<file path="config.mk">
export PLATFORM = sky130hd
export DESIGN_NAME = pixel_replicate_upscaler
export DESIGN_NICKNAME = d
export VERILOG_FILES = /design/src/rtl/img_pkg.sv /design/src/rtl/upscale_addr_gen.sv /design/src/rtl/pixel_replicate_upscaler.sv
export SDC_FILE = /design/constraint.sdc
export NUM_CORES = 1
export LEC_CHECK = 0
export CAP_MARGIN = 30
export CORE_AREA = 2 2 83 85
export CTS_CLUSTER_DIAMETER = 120
export DETAILED_ROUTE_END_ITERATION = 10
export DIE_AREA = 0 0 85 87
export GPL_TIMING_DRIVEN = 0
export MAX_ROUTING_LAYER = met4
export SLEW_MARGIN = 20
export SYNTH_ARGS = -nofsm -noshare
export SYNTH_HDL_FRONTEND = slang
export SYNTH_SLANG_ARGS = --single-unit
</file>
<file path="constraint.sdc">
create_clock -name clk -period 2.6 [get_ports clk]
set_input_delay 0.26 -clock clk [delete_from_list [all_inputs] [get_ports clk]]
set_output_delay 0.26 -clock clk [all_outputs]
set_load 0.05 [all_outputs]
</file>
<file path="src/rtl/img_pkg.sv">
// Shared image geometry, FSM state encoding and shift-add helpers
// for the 2x block-average downscaler and the 2x pixel-replicate upscaler.
package img_pkg;

  localparam int IMG_WIDTH_IN   = 80;
  localparam int IMG_HEIGHT_IN  = 60;
  localparam int IMG_WIDTH_OUT  = 2 * IMG_WIDTH_IN;
  localparam int IMG_HEIGHT_OUT = 2 * IMG_HEIGHT_IN;
  localparam int IMG_SIZE_IN    = IMG_WIDTH_IN * IMG_HEIGHT_IN;
  localparam int IMG_SIZE_OUT   = IMG_WIDTH_OUT * IMG_HEIGHT_OUT;
  localparam int PIXEL_W        = 8;
  localparam int ADDR_W         = 16;

  localparam int SX_W = $clog2(IMG_WIDTH_IN);
  localparam int SY_W = $clog2(IMG_HEIGHT_IN);

  typedef enum logic [2:0] {
    ST_IDLE,
    ST_RD,
    ST_CAP,
    ST_W0,
    ST_W1,
    ST_W2,
    ST_W3,
    ST_DONE
  } state_e;

  // Row strides as shift-add constants; these must track IMG_WIDTH_IN/OUT.
  function automatic logic [ADDR_W-1:0] mul_width_in(input logic [ADDR_W-1:0] v);
    return (v << 6) + (v << 4);
  endfunction

  function automatic logic [ADDR_W-1:0] mul_width_out(input logic [ADDR_W-1:0] v);
    return (v << 7) + (v << 5);
  endfunction

endpackage

</file>
<file path="src/rtl/upscale_addr_gen.sv">
// Combinational address generator: source read address for (sx, sy) and the
// destination write address of quadrant 'quad' of its 2x2 output block.
module upscale_addr_gen
  import img_pkg::*;
(
  input  logic [SX_W-1:0]   sx,
  input  logic [SY_W-1:0]   sy,
  input  logic [1:0]        quad,
  output logic [ADDR_W-1:0] read_addr,
  output logic [ADDR_W-1:0] write_addr
);

  logic [ADDR_W-1:0] sx_w;
  logic [ADDR_W-1:0] sy_w;
  logic [ADDR_W-1:0] dx;
  logic [ADDR_W-1:0] dy;

  assign sx_w = ADDR_W'(sx);
  assign sy_w = ADDR_W'(sy);

  // quad[0] selects the right column, quad[1] the lower row of the block.
  assign dx = (sx_w << 1) + ADDR_W'(quad[0]);
  assign dy = (sy_w << 1) + ADDR_W'(quad[1]);

  assign read_addr  = mul_width_in(sy_w) + sx_w;
  assign write_addr = mul_width_out(dy) + dx;

endmodule

</file>
<file path="src/rtl/pixel_replicate_upscaler.sv">
// 2x nearest-neighbour upscaler: reads each source pixel once and writes it
// to the four destination pixels of its 2x2 block, six cycles per source pixel.
module pixel_replicate_upscaler
  import img_pkg::*;
(
  input  logic               clk,
  input  logic               rst_n,
  input  logic               enable,
  input  logic [PIXEL_W-1:0] pixel_in,
  output logic [ADDR_W-1:0]  read_addr,
  output logic [PIXEL_W-1:0] pixel_out,
  output logic [ADDR_W-1:0]  write_addr,
  output logic               write_en,
  output logic               done
);

  state_e             state_q;
  logic [SX_W-1:0]    sx_q;
  logic [SY_W-1:0]    sy_q;
  logic [1:0]         quad_q;
  logic [PIXEL_W-1:0] pix_q;

  logic last_col;
  logic last_row;

  assign last_col = (sx_q == SX_W'(IMG_WIDTH_IN - 1));
  assign last_row = (sy_q == SY_W'(IMG_HEIGHT_IN - 1));

  // NOTE: every register here is clocked state, so it is assigned with <= only;
  // blocking assignments would make the result depend on statement order.
  always_ff @(posedge clk or negedge rst_n) begin
    if (!rst_n) begin
      state_q <= ST_IDLE;
      sx_q    <= '0;
      sy_q    <= '0;
      quad_q  <= '0;
      pix_q   <= '0;
    end else if (!enable) begin
      state_q <= ST_IDLE;
      sx_q    <= '0;
      sy_q    <= '0;
      quad_q  <= '0;
    end else begin
      unique case (state_q)
        ST_IDLE: state_q <= ST_RD;
        ST_RD:   state_q <= ST_CAP;
        ST_CAP: begin
          pix_q   <= pixel_in;
          quad_q  <= 2'd0;
          state_q <= ST_W0;
        end
        ST_W0: begin
          quad_q  <= 2'd1;
          state_q <= ST_W1;
        end
        ST_W1: begin
          quad_q  <= 2'd2;
          state_q <= ST_W2;
        end
        ST_W2: begin
          quad_q  <= 2'd3;
          state_q <= ST_W3;
        end
        ST_W3: begin
          quad_q <= 2'd0;
          if (last_col && last_row) begin
            state_q <= ST_DONE;
          end else begin
            state_q <= ST_RD;
            if (last_col) begin
              sx_q <= '0;
              sy_q <= sy_q + 1'b1;
            end else begin
              sx_q <= sx_q + 1'b1;
            end
          end
        end
        // Frame finished: hold until enable drops, never restart on our own.
        ST_DONE: state_q <= ST_DONE;
        default: state_q <= ST_IDLE;
      endcase
    end
  end

  upscale_addr_gen u_addr_gen (
    .sx         (sx_q),
    .sy         (sy_q),
    .quad       (quad_q),
    .read_addr  (read_addr),
    .write_addr (write_addr)
  );

  // Outputs decode directly from registers, so an async reset clears them at once.
  assign write_en  = (state_q == ST_W0) || (state_q == ST_W1) ||
                     (state_q == ST_W2) || (state_q == ST_W3);
  assign pixel_out = write_en ? pix_q : '0;
  assign done      = (state_q == ST_DONE);

endmodule

</file>
## Word-level counts from Yosys, hierarchy flattened

Index checks and enable logic that the tools add are counted.

- Multiplexer cells: 14
- Reductions and logical operators: 9
- $add $sub $neg: 8
- Eq/ne operators: 13

Operators by type and width:

| kind | count |
|---|---|
| 2-to-1 mux 7 bit | 4 |
| 2-to-1 mux 6 bit | 4 |
| one-hot mux 3 bit (8 select lines) | 1 |
| adder 15 x 13 -> 16 bit | 1 |
| adder 16 x 7 -> 16 bit | 1 |
| adder 16 x 9 -> 16 bit | 1 |
| adder 12 x 10 -> 13 bit | 1 |
| == test 3 bit, second input constant | 4 |
| adder 8 x 1 -> 9 bit | 1 |
| adder 7 x 1 -> 8 bit | 1 |
| 2-to-1 mux 8 bit | 1 |
| one-hot mux 2 bit (4 select lines) | 1 |
| adder 7 x 1 -> 7 bit, second input constant | 1 |
| == test 7 bit, second input constant | 1 |
| adder 6 x 1 -> 6 bit, second input constant | 1 |
| == test 3 x 2 -> 1 bit, second input constant | 2 |
| == test 6 bit, second input constant | 1 |
| 2-to-1 mux 3 bit | 2 |
| != test 5 x 2 -> 1 bit, second input constant | 1 |
| != test 2 x 1 -> 1 bit, second input constant | 2 |
| AND reduction 2 bit | 2 |
| == test 3 x 1 -> 1 bit, second input constant | 1 |
| logical NOT 3 bit | 1 |
| logical OR 1 bit | 3 |
| 5 further kinds | 5 |

- Output and inout port bits: 42
- Input bits: 11
- Word-level logic and storage cells: 49
- Register bits after elaboration: 26

## Depth between registers and ports, before layout

- Depth in word-level cells: 5
- Gate-level depth with buffers: 9

## Hierarchy

A second synthesis with hierarchy kept.

- Cells, all modules: 215
- Area total of the unflattened synthesis: 2,102.0 µm²

By module, submodules not included:

| module | area an instance (µm²) | cells an instance | instances |
|---|---|---|---|
| pixel_replicate_upscaler | 1,358.8 | 130 | 1 |
| upscale_addr_gen | 743.2 | 85 | 1 |

## Worst setup path after synthesis

OpenSTA, ideal clock, no wires.

- Path type: reg2out
- Start: register sy_q[2]
- End: output read_addr[12]
- Required time: 2.340 ns
- Stages on the path, launching flop included: 8
- Slack: -0.955 ns
- Arrival: 3.295 ns
- Path through: dfrtp_1 ha_1 inv_1 fa_1 o21bai_1 or3_4 o31a_1 o21ai_0

- Word-level cells in the longest chain between the ends: 2

RTL lines:

| item | line | text |
|---|---|---|
| start: declaration | pixel_replicate_upscaler.sv:19 | `logic [SY_W-1:0] sy_q;` |
| start signal: assignment | pixel_replicate_upscaler.sv:72 | `sy_q <= sy_q + 1'b1;` |
| adder 12 x 10 -> 13 bit | img_pkg.sv:30 | `return (v << 6) + (v << 4);` |
| adder 16 x 7 -> 16 bit | upscale_addr_gen.sv:25 | `assign read_addr = mul_width_in(sy_w) + sx_w;` |
| end: declaration | pixel_replicate_upscaler.sv:10 | `output logic [ADDR_W-1:0] read_addr,` |

No other way between the ends.

## Worst setup path in the final report

- Start: register sy_q[0]
- End: output read_addr[12]

Same word-level chain as after synthesis.

==> impl_metrics.tcl <==
set metrics [dict create \
    critPathMaxFanout 3 \
    synth_cell_types 51 \
    r2r_slack_ps 450 \
    syn_to_final_growth_pct 53.5 \
    place_inst 374 \
    maxCapViolations 0 \
    port_buffers 47 \
    syn-instance-count 244 \
    p_leak_nw 1.56 \
    antenna_found_initial 0 \
    violations "hold timing, setup timing" \
    yosys-mux-area-fraction 0.0486 \
    synth_seq_area_share 0.287 \
    setup_viol 8 \
    routed_wl_mm 5.40 \
    synthArstFlopShare 1.00 \
    cts_tree "yes" \
    synthSimpleGateAreaFrac 0.197 \
    std_cell_rows 30 \
    cts_root_buffer "clkbuf_8" \
    timing.final.max_slew_violations 0 \
    fin_crit_sh 1.14 \
    whs_ps -11.8 \
    dp_hpwl_mm 3.65 \
    drc 0 \
    tightest_slew_ps 614 \
    layout_min_cycle_time_ps 2980 \
    relSlewSlack 0.591 \
    grt-ovfl-total 0 \
    criticalPathCategory "flip-flop to primary output" \
    die_h_um 87 \
    clock.fmax_mhz 336 \
    hold_buffers 0 \
    hold_class "primary input to asynchronous set/reset pin" \
    ant_nets 0 \
    synthXorXnorAreaFrac 0.0696 \
    dieArea_um2 7400 \
    drive_above_1_share 0.421 \
    hold_viol 26 \
    nets 364 \
    insertion_delay_ps 270 \
    synth_fa_ha_area_frac 0.152 \
    required_ps 2340 \
    synth_edf_count 0 \
    worstSetupEndpointType "primary output" \
    synth_compound_area_frac 0.144 \
    synth_warnings 0 \
    numClockSinks 26 \
    cts_buffer_depth 2 \
    die_w_um 85 \
    place_congestion 0.779 \
    fin_ws_ps -377 \
    place_ws_ps -1040 \
    core_um2 6570 \
    boundaryPins 53 \
    avgViaCountPerCell 4.77 \
    vias 1946 \
    syn_avg_cell_area_um2 9.28 \
    ys.flop_type "dfrtp_1" \
    r2r_start "sy_q[1]$_DFFE_PN0P_" \
    arrival_ps 2720 \
    htreeDepth 1 \
    drt_iter0_drc 27 \
    initial_core_util 0.345 \
    netlist_area_um2 2260 \
    finalClockSkew_ps 7.52 \
    grt_pass1_vias 1973 \
    ys_ff_latch 26 \
    power_density_nw_per_um2 275 \
    synth_top_family_by_area "simple AND/OR/NAND/NOR gates" \
    cts_buffers 3 \
    first_pass_iters 4 \
    grt_use_total 0.150 \
    reg2reg_depth 9 \
    antenna_cells 0 \
    grt_setup_unrepaired "yes" \
    final_cells 408 \
    cp-start-kind "flip-flop" \
    worst_r2r_endpoint "sx_q[3]$_DFFE_PN0P_" \
    peakVddDrop_mv 0.290 \
    detail_route.wl_per_cell_um 13.2 \
    clk_pin_slew_worst_paths_ps 100 \
    grt_max_degree 27 \
    status "finished with violations" \
    grt_pass1_wl_mm 8.98 \
]
report_power, final:
group	switching [W]	total (W)	internal, W
Clock	0.000132	0.000267	0.000135
Sequential	0.0000227	0.000473	0.000451
Combinational	0.000124	0.000217	0.0000930
Total	0.000278	0.000957	0.000679
state kept, by name (all words and copies together) (netlist names):
| signal | cells |
|---|---|
| sx_q | 7 |
| sy_q | 6 |
| state_q | 3 |
| pix_q | 8 |
| quad_q | 2 |
through the flow:
| stage | TNS [ps] | area [µm²] | utilization | total power [W] |
|---|---|---|---|---|
| floorplan | -378 | 2340 | - | 0.000631 |
| detailed placement | -7400 | 2900 | 0.442 | 0.000701 |
| CTS | -2110 | 3330 | 0.506 | 0.000973 |
| finish | -1770 | 3480 | 0.529 | 0.000957 |
| global placement | -7100 | 2910 | 0.442 | 0.000697 |
| global route | -2730 | 3480 | 0.529 | 0.00101 |
metal layers:
metal  up-vias  share of wire  track usage  wire length, µm
li1        978              -            -                -
met1       929           0.45        0.191             2450
met2        37           0.51        0.264             2760
met3         2          0.033       0.0161              179
met4         0         0.0019       0.0231               10
met5         -              0            -                0
logic make-up (layout without fill, tap and decap cells):
| logic type | count (synthesis) | count (layout) |
|---|---|---|
| adders and majority gates | 24 | 24 |
| buffers and inverters | 47 | 128 |
| AOI/OAI and AO/OA | 46 | 46 |
| xor gates and xnor gates | 18 | 18 |
| DFF | 26 | 26 |
| and+or+nand+nor | 72 | 72 |
| muxes | 10 | 10 |
| other | 1 | 4 |
critical path, stage by stage, from the launching register on:
cell and delay, ps:
dfrtp_2 450, ha_4 180, inv_4 50, fa_2 430
o21bai_4 190, or3_4 380, or4b_4 510, o21ai_4 70
buf_6 170
Yosys cell counts (all sizes together), types with 2 or more instances:
library cell | instances | share of area
inv | 27 | 0.045
dfrtp | 26 | 0.29
ha | 18 | 0.099
buf | 13 | 0.043
o21ai | 13 | 0.029
nor2b | 12 | 0.033
nand2 | 10 | 0.017
xor2 | 10 | 0.039
nor2 | 9 | 0.018
mux2 | 8 | 0.040
xnor2 | 8 | 0.031
a21oi | 7 | 0.015
clkbuf | 7 | 0.012
fa | 6 | 0.053
nand3 | 6 | 0.013
nor3 | 5 | 0.011
o21a | 5 | 0.017
a21boi | 4 | 0.013
and2 | 4 | 0.011
and3 | 4 | 0.013
nand2b | 3 | 0.0083
nor3b | 3 | 0.0099
nor4 | 3 | 0.015
o211ai | 3 | 0.022
or3 | 3 | 0.010
a211oi | 2 | 0.0066
mux2i | 2 | 0.0088
nand3b | 2 | 0.0066
nand4 | 2 | 0.0055
o21bai | 2 | 0.0066
o31ai | 2 | 0.0066
how the worst max path moves through the flow:
stage	start	endpoint	slack [ps]	cells after the start
floorplan	sx_q[6]$_DFFE_PN0P_	write_addr[13]	-130	9
global placement	sy_q[4]$_DFFE_PN0P_	read_addr[12]	-1010	9
detailed placement	sy_q[4]$_DFFE_PN0P_	read_addr[12]	-1040	9
CTS	sy_q[0]$_DFFE_PN0P_	read_addr[12]	-390	8
global route	sy_q[4]$_DFFE_PN0P_	read_addr[12]	-470	9
finish	sy_q[0]$_DFFE_PN0P_	read_addr[12]	-380	8
final cells by class:
type                    count  area (µm²)
multi-input cells         174        1710
plain buffers              20         133
inverters                  27         110
fillers                   604        3090
repair buffers             77         707
flip-flops and latches     26         658
well taps                  80         100
clock buffers               4        55.1
cells in the final DEF (no fill, tap or decap), drive strengths merged, types with 2 or more instances in the layout:
master	netlist	final
a211oi	2	2
a21boi	4	4
a21oi	7	7
and2	4	4
and3	4	4
buf	13	55
clkbuf	7	12
clkdlybuf4s15	0	2
clkdlybuf4s50	0	21
conb	1	4
dfrtp	26	26
dlygate4sd2	0	10
fa	6	6
ha	18	18
inv	27	26
mux2	8	8
mux2i	2	2
nand2	10	10
nand2b	3	3
nand3	6	6
nand3b	2	2
nand4	2	2
nor2	9	9
nor2b	12	12
nor3	5	5
nor3b	3	3
nor4	3	3
o211ai	3	3
o21a	5	5
o21ai	13	13
o21bai	2	2
o31ai	2	2
or3	3	3
xnor2	8	8
xor2	10	10
what timing repair did:
action                                  CTS  global route
buffers inserted                         23             8
endpoints found under the setup margin   25            14
pin swaps                                18            20
gates resized for setup                 138            30
Power figures use the tool's default switching activity.
